$ cat src/rtl/input_conditioner.sv
// N-channel conditioner for asynchronous board inputs: synchroniser, debounce filter,
// rise/fall pulses and a sticky event flag per channel.

module input_conditioner_ch #(
    parameter int          SYNC_STAGES = 2,
    parameter int          DB_CYC      = 1,
    parameter int          CNT_W       = 1,
    parameter logic        RESET_BIT   = 1'b0,
    parameter logic [1:0]  EVENT_EDGE  = 2'b01
) (
    input  logic clk,
    input  logic reset,
    input  logic enable,
    input  logic sig_i,
    input  logic clear,
    output logic sig_o,
    output logic rise_o,
    output logic fall_o,
    output logic event_o
);
    logic [SYNC_STAGES-1:0] sync_q;
    logic [CNT_W-1:0]       cnt;
    logic                   s;
    logic                   mismatch;
    logic                   flip;
    logic                   ev_set;

    assign s        = sync_q[SYNC_STAGES-1];
    assign mismatch = (s != sig_o);
    assign flip     = mismatch && enable && (cnt == CNT_W'(DB_CYC - 1));
    // The pulse registers feed the sticky flag, so a clear arriving during the
    // pulse cycle loses to the set.
    assign ev_set   = (EVENT_EDGE[0] & rise_o) | (EVENT_EDGE[1] & fall_o);

    always_ff @(posedge clk or posedge reset) begin
        if (reset) begin
            sync_q  <= {SYNC_STAGES{RESET_BIT}};
            cnt     <= '0;
            sig_o   <= RESET_BIT;
            rise_o  <= 1'b0;
            fall_o  <= 1'b0;
            event_o <= 1'b0;
        end else begin
            sync_q  <= {sync_q[SYNC_STAGES-2:0], sig_i};
            rise_o  <= flip & s;
            fall_o  <= flip & ~s;
            event_o <= ev_set | (event_o & ~clear);
            if (!mismatch || flip) begin
                cnt <= '0;
            end else if (enable) begin
                cnt <= cnt + CNT_W'(1);
            end
            if (flip) begin
                sig_o <= s;
            end
        end
    end
endmodule

module input_conditioner #(
    parameter int              N_CH          = 8,
    parameter int              SYNC_STAGES   = 2,
    parameter int              CLK_PERIOD_NS = 20,
    parameter int              DEBOUNCE_NS   = 30_000_000,
    parameter logic [N_CH-1:0] RESET_VAL     = '0,
    parameter logic [1:0]      EVENT_EDGE    = 2'b01
) (
    input  logic            clk,
    input  logic            reset,
    input  logic            enable,
    input  logic [N_CH-1:0] sig_i,
    input  logic [N_CH-1:0] clear,
    output logic [N_CH-1:0] sig_o,
    output logic [N_CH-1:0] rise_o,
    output logic [N_CH-1:0] fall_o,
    output logic [N_CH-1:0] event_o
);
    localparam int DB_RAW = DEBOUNCE_NS / CLK_PERIOD_NS;
    localparam int DB_CYC = (DB_RAW < 1) ? 1 : DB_RAW;
    localparam int CNT_W  = $clog2(DB_CYC + 1);

    for (genvar k = 0; k < N_CH; k++) begin : g_ch
        input_conditioner_ch #(
            .SYNC_STAGES (SYNC_STAGES),
            .DB_CYC      (DB_CYC),
            .CNT_W       (CNT_W),
            .RESET_BIT   (RESET_VAL[k]),
            .EVENT_EDGE  (EVENT_EDGE)
        ) u_ch (
            .clk     (clk),
            .reset   (reset),
            .enable  (enable),
            .sig_i   (sig_i[k]),
            .clear   (clear[k]),
            .sig_o   (sig_o[k]),
            .rise_o  (rise_o[k]),
            .fall_o  (fall_o[k]),
            .event_o (event_o[k])
        );
    end
endmodule

$ cat config.mk
export PLATFORM = sky130hd
export DESIGN_NAME = input_conditioner
export DESIGN_NICKNAME = d
export VERILOG_FILES = /design/src/rtl/input_conditioner.sv
export SDC_FILE = /design/constraint.sdc
export NUM_CORES = 1
export LEC_CHECK = 0
export ABC_AREA = 1
export CORE_AREA = 2 2 183 185
export CTS_BUF_LIST = sky130_fd_sc_hd__clkbuf_16
export CTS_CLUSTER_DIAMETER = 60
export CTS_CLUSTER_SIZE = 40
export DETAILED_ROUTE_END_ITERATION = 8
export DIE_AREA = 0 0 185 187
export HOLD_SLACK_MARGIN = 0.02
export PLACE_DENSITY = 0.54
export RECOVER_POWER = 50
export SLEW_MARGIN = 20
export SYNTH_ARGS = -nofsm -noshare
export SYNTH_HDL_FRONTEND = slang
export SYNTH_HIERARCHICAL = 1
export SYNTH_SLANG_ARGS = --single-unit
$ cat constraint.sdc
create_clock -name clk -period 3.35 [get_ports clk]
set_input_delay 0.8375 -clock clk [delete_from_list [all_inputs] [get_ports clk]]
set_output_delay 0.8375 -clock clk [all_outputs]
set_load 0.1 [all_outputs]
==> results of run 1 <==
stage by stage:
| stage | hold WS (ps) | cells |
|---|---|---|
| global route | 339.7 | 2299 |
| CTS | 342.6 | 2299 |
| detailed placement | 334.7 | 2254 |
| global placement | 334.3 | 2254 |
| floorplan | 331.2 | 1768 |
| finish | 340.5 | 2299 |
kinds of logic (layout without fill, tap and decap cells):
kind of cell / Yosys count / in the layout / synth area share (%)
AOI/OAI and AO/OA: 64 / 64 / 3.354
xor gates and xnor gates: 72 / 72 / 4.914
buffers and inverters: 272 / 355 / 8.892
adders and majority gates: 8 / 8 / 0.7801
DFF: 216 / 216 / 42.12
and+or+nand+nor: 1136 / 1136 / 39.94
synth_stat cells, types with 16 or more instances:
cell type | count | area (um2)
nand2_1 | 400 | 1501
nor2_1 | 376 | 1411
inv_1 | 224 | 840.8
dfrtp_1 | 216 | 5405
nand3_1 | 136 | 680.7
nor2_2 | 72 | 450.4
nand4_1 | 64 | 400.4
xor2_1 | 64 | 560.5
a21oi_1 | 32 | 160.2
inv_2 | 24 | 90.09
nor3_1 | 24 | 120.1
buf_4 | 16 | 120.1
nand2_2 | 16 | 100.1
nand3_2 | 16 | 160.2
nand3b_1 | 16 | 120.1
o21ai_0 | 16 | 80.08
flip-flops by register name, indices dropped and copies added, names as in the netlist:
register	flops
g_ch.u_ch/cnt	168
g_ch.u_ch/sync_q	16
g_ch.u_ch/event_o	8
g_ch.u_ch/fall_o	8
g_ch.u_ch/rise_o	8
g_ch.u_ch/sig_o	8
power groups by stage:
stage	Sequential [mW]	Clock [mW]	Combinational [mW]
6_report	2.65	2.91	0.228
5_1_grt	2.66	3.13	0.267
4_1_cts	2.65	3.03	0.245
3_5_place_dp	2.70	0	0.245
3_3_place_gp	2.70	0	0.240
2_1_floorplan	2.70	0	0.168
layer usage:
metal / vias up / global-route usage, % / share of wire, % / wire (um)
met5: - / 0 / 0 / 0
met4: 0 / 4.060 / 1.7 / 478
met3: 34 / 2.278 / 3.6 / 1018
met2: 151 / 28.09 / 45 / 12970
met1: 5007 / 24.29 / 49 / 14050
li1: 5640 / - / - / -
critical path: stages:
cell	delay [ps]
dlygate4sd3_1	750
inv_1	110
clkbuf_1	1090
placed cells by master, fill, tap and decap left out, types with 25 or more instances in the layout:
| master | count |
|---|---|
| nor2_2 | 72 |
| clkbuf_16 | 25 |
| nand4_1 | 64 |
| nor2_1 | 376 |
| nand2_1 | 401 |
| dfrtp_1 | 216 |
| nand3_1 | 136 |
| a21oi_1 | 32 |
| inv_1 | 224 |
| xor2_1 | 64 |
| buf_4 | 38 |
layout make-up:
cell class	count	area, um2
clock buffer	25	625.6
inverter	248	930.9
sequential	216	5405
fill	3344	18270
multi-input combinational	1280	6279
tap	448	560.5
clock inverter	20	281.5
timing repair buffer	62	514.2
how the worst max path moves through the flow:
| stage | from | endpoint | slack (ps) |
|---|---|---|---|
| floorplan | g_ch[0].u_ch/sig_o$_DFFE_PP0P_ | g_ch[0].u_ch/sig_o$_DFFE_PP0P_ | 1550 |
| CTS | g_ch[5].u_ch/event_o$_DFF_PP0_ | event_o[5] | 1170 |
| detailed placement | enable | g_ch[2].u_ch/cnt[8]$_DFFE_PP0P_ | 910 |
| finish | reset | g_ch[5].u_ch/cnt[14]$_DFFE_PP0P_ | 920 |
| global route | reset | g_ch[1].u_ch/event_o$_DFF_PP0_ | 590 |
| global placement | enable | g_ch[2].u_ch/cnt[20]$_DFFE_PP0P_ | 940 |
==> impl_metrics.py, run 1 <==
metrics = {
    "logic_synthesis": {
        "ys_ff_latch": 216,
        "netlist_instances": 1768,
        "ys.flop_type": "dfrtp_1",
        "yosysWarnings": 6,
        "synth_edf_count": 0,
        "async_flop_share_pct": 100.0,
        "synth.distinct_cells": 23,
        "syn_nets": 1795,
        "synth_area_per_cell_um2": 7.258,
        "seq_area_frac_synth_pct": 42.12,
        "synth.cell_area_um2": 12830,
    },
    "setup_path": {
        "reg2reg_depth": 8,
        "timing.rr.start": "g_ch[7].u_ch/cnt[0]$_DFFE_PP0P_",
        "arrival_ps": 2810,
        "r2r_end": "g_ch[7].u_ch/cnt[20]$_DFFE_PP0P_",
        "critical_path.max_fanout": 27,
        "rrSetupSlack_ps": 1680,
        "cp.required_ps": 3730,
        "cp-end-kind": "asynchronous set/reset pin",
        "cp-start-kind": "primary input",
        "critical_path_class": "primary input to asynchronous set/reset pin",
    },
    "sta": {
        "slew_viol_final": 28,
        "worst_slack_ps": 919.9,
        "fin_worst_skew_ps": 24.04,
        "period_needed_ps": 2430,
        "finalSetupViolations": 0,
        "finalSetupTns_ps": 0,
        "relSlewSlack_pct": -0.5900,
        "max_freq_ghz": 0.4115,
        "tightestPinTransition_ps": 1509,
        "rsz0062_at_grt": "false",
        "hold_viol_final": 0,
        "finalCritPeriodShare_pct": 72.54,
    },
    "drt": {
        "vias_per_cell": 4.712,
        "num_vias": 10830,
        "drcViolationCount": 0,
        "avgRoutedWirePerCell_um": 12.40,
        "drt_iter0_drc": 663,
        "antenna_left": 0,
        "drtPass1Iterations": 5,
        "wl_um": 28520,
    },
    "worst_hold_path": {
        "holdPathStages": 0,
        "hold_path_end": "g_ch[3].u_ch/sync_q[1]$_DFF_PP0_",
        "hp-class": "register to register",
        "worstHoldStart": "g_ch[3].u_ch/sync_q[0]$_DFF_PP0_",
    },
    "power_and_ir_drop": {
        "powerDensity_nw_per_um2": 396.6,
        "p_leak_nw": 6.544,
        "switchingPower_mw": 1.579,
        "p_sw_share_pct": 27.27,
        "power_frac_seq_pct": 45.8,
        "ir_drop_mv": 0.4636,
        "power_mw": 5.789,
        "intPower_mw": 4.211,
        "pwr-share-clk_pct": 50.2,
        "comb_power_share_pct": 3.9,
    },
    "placed_design": {
        "gp_congestion": 0.8454,
        "numPortBuffers": 50,
        "pre_cts_ws_ps": 911.9,
        "hpwl_um": 20890,
        "postPlaceCellArea_um2": 13720,
    },
    "outcome": {
        "violations": "capacitance limit, slew limit",
        "status": "finished with violations",
    },
    "cts": {
        "cts_setup_buffers": 0,
        "cts_tree": "done",
        "clockRootBuffer": "clkbuf_16",
        "clk_pin_slew_ps": 80,
        "cts_buffer_depth": 3,
        "numClockSinks": 216,
        "cts_hold_buffers": 0,
        "cts_resized": 0,
        "h-tree-depth": 1,
        "cts_buffers": 25,
        "clk-insertion-delay-late_ps": 550,
    },
    "floorplan": {
        "core_um2": 32860,
        "initial_utilization_pct": 39.05,
        "rows": 67,
        "fp.dieH_um": 187,
        "io_pins": 51,
        "die_x_um": 185,
        "dieArea_um2": 34600,
    },
    "final_layout": {
        "nNetsFinal": 1860,
        "drive_gt1_share_pct": 12.75,
        "fin_area_um2": 14600,
        "final_util_pct": 44.42,
        "area_growth_pct": 13.75,
        "diodes": 0,
    },
    "grt": {
        "grt.overflow.total": 0,
        "grt_pass1_wl_um": 50430,
        "grt_usage_pct": 17.23,
        "grt_antenna_before_repair": 0,
        "grt_pass1_vias": 10560,
        "grt_start_max_net_pins": 32,
    },
    "run": {
        "maxCapViolCount": 1,
    },
}
Power figures use the tool's default switching activity.
==> inputs of run 2 (changes only) <==
PLACE_DENSITY = 0.56   (was 0.54)
clock period = 2.2 ns   (was 3.35 ns; I/O delays follow)
==> run 2 against run 1 <==
Against the previous run: the run now ends clean; flip-flop and latch count is the same; worst setup slack lost 510 ps; count of clock-buffer cells in the layout is the same; sequential power grew 52%; register-to-register slack lost 1100 ps; global-route usage shrank 0.19 points; sequential share of layout area shrank 0.16 points; cell area grew 0.43%; first-iteration DRC count grew 12%; non-clock buffer count grew 2; critical path depth shrank 2.
==> impl_metrics.py, run 2 (synthesized netlist as in run 1, its figures left out) <==
metrics = {
    "outcome": {
        "status": "completed",
    },
    "setup_path": {
        "cp.required_ps": 1650,
        "path_cells": "buf_4",
        "crit_path_top_delay_cell": "dfrtp_1",
        "cp.buffers_inverters": 1,
        "critPathTopFamily": "flip-flops",
        "rrSetupSlack_ps": 560,
        "crit_start": "g_ch[7].u_ch/sig_o$_DFFE_PP0P_",
        "cp-start-kind": "register",
        "critical_path_class": "register to primary output",
        "timing.rr.start": "g_ch[6].u_ch/cnt[0]$_DFFE_PP0P_",
        "critical_path.max_fanout": 3,
        "crit_path_max_incr_delay_ps": 400,
        "arrival_ps": 1240,
        "cp-end-kind": "primary output",
    },
    "final_layout": {
        "mostFrequentLayoutCell": "nand2_1",
        "diodes": 0,
        "top_regs": "g_ch.u_ch/cnt x168, g_ch.u_ch/sync_q x16",
        "final_util_pct": 44.61,
        "area_growth_pct": 14.24,
        "fin_area_um2": 14660,
        "largest_reg_flops": 168,
        "final_cell_mix": "nand2_1, nor2_1, inv_1",
        "finalNonFillerCells": 2301,
        "drive_gt1_share_pct": 13.11,
        "regMostFlops": "g_ch.u_ch/cnt",
        "nNetsFinal": 1862,
    },
    "worst_hold_path": {
        "hp-class": "register to register",
        "worstHoldStart": "g_ch[0].u_ch/sync_q[0]$_DFF_PP0_",
    },
    "grt": {
        "grt_start_max_net_pins": 31,
        "grt_pass1_vias": 10530,
        "grt.overflow.total": 0,
        "grt_pass1_wl_um": 49890,
        "grt_antenna_before_repair": 0,
        "grt_usage_pct": 17.04,
    },
    "cts": {
        "cts_setup_buffers": 0,
        "clk-insertion-delay-late_ps": 540,
        "cts_hold_buffers": 0,
        "clockRootBuffer": "clkbuf_16",
        "cts_buffers": 25,
        "clk_pin_slew_ps": 80,
        "h-tree-depth": 1,
        "numClockSinks": 216,
        "cts_buffer_depth": 3,
        "cts_tree": "done",
        "cts_resized": 0,
    },
    "drt": {
        "wl_um": 28470,
        "antenna_left": 0,
        "avgRoutedWirePerCell_um": 12.37,
        "drtPass1Iterations": 6,
        "drcViolationCount": 0,
        "vias_per_cell": 4.749,
        "num_vias": 10930,
        "drt_iter0_drc": 740,
    },
    "sta": {
        "whs_ps": 342.4,
        "tightestPinTransition_ps": 735.9,
        "worst_slack_ps": 413.8,
        "max_freq_ghz": 0.5599,
        "fin_worst_skew_ps": 20.95,
        "rsz0062_at_grt": "false",
        "hold_viol_final": 0,
        "finalCritPeriodShare_pct": 81.19,
        "period_needed_ps": 1786,
        "relSlewSlack_pct": 50.94,
        "finalSetupViolations": 0,
        "finalSetupTns_ps": 0,
        "slew_viol_final": 0,
    },
    "power_and_ir_drop": {
        "powerDensity_nw_per_um2": 616.1,
        "p_leak_nw": 6.595,
        "ir_drop_mv": 0.5196,
        "power_mw": 9.031,
    },
    "floorplan": {
        "initial_utilization_pct": 39.05,
        "die_x_um": 185,
        "rows": 67,
        "core_um2": 32860,
        "io_pins": 51,
        "dieArea_um2": 34600,
        "fp.dieH_um": 187,
    },
    "placed_design": {
        "hpwl_um": 20940,
        "numPortBuffers": 50,
        "gp_congestion": 0.9058,
        "dp_cells": 2256,
        "pre_cts_ws_ps": 254.0,
        "postPlaceCellArea_um2": 13770,
    },
    "run": {
        "maxCapViolCount": 0,
    },
}
run 2: final cells by class:
| type | instances | area, um2 |
|---|---|---|
| fillers | 3363 | 18200 |
| multi-input cells | 1280 | 6286 |
| flip-flops and latches | 216 | 5405 |
| inverters | 248 | 930.9 |
| clock buffers | 25 | 625.6 |
| well taps | 448 | 560.5 |
| repair buffers | 64 | 528.0 |
| clock inverters | 20 | 322.8 |
run 2: final timing paths:
check,end,cells after the start
worst min-delay path,g_ch[0].u_ch/sync_q[1]$_DFF_PP0_,0
worst min register to register,g_ch[0].u_ch/sync_q[1]$_DFF_PP0_,0
max in group asynchronous,g_ch[7].u_ch/rise_o$_DFF_PP0_,3
worst max-delay path,sig_o[7],1
min in group asynchronous,g_ch[2].u_ch/cnt[0]$_DFFE_PP0P_,3
worst max register to register,g_ch[6].u_ch/cnt[9]$_DFFE_PP0P_,8
run 2: where the power goes:
group          switching (mW)  total (mW)  leakage (nW)  internal [mW]
Clock                    1.95        4.64         0.459           2.69
Combinational           0.256       0.353          3.21         0.0971
Sequential             0.0318        4.04          2.93           4.01
Total                    2.24        9.03          6.60           6.79
run 2: routing by layer:
metal | part of all wire [%] | track usage (%)
met5 | 0 | 0
met4 | 1.4 | 4.121
met3 | 3.9 | 2.395
met2 | 46 | 27.66
met1 | 48 | 24.00
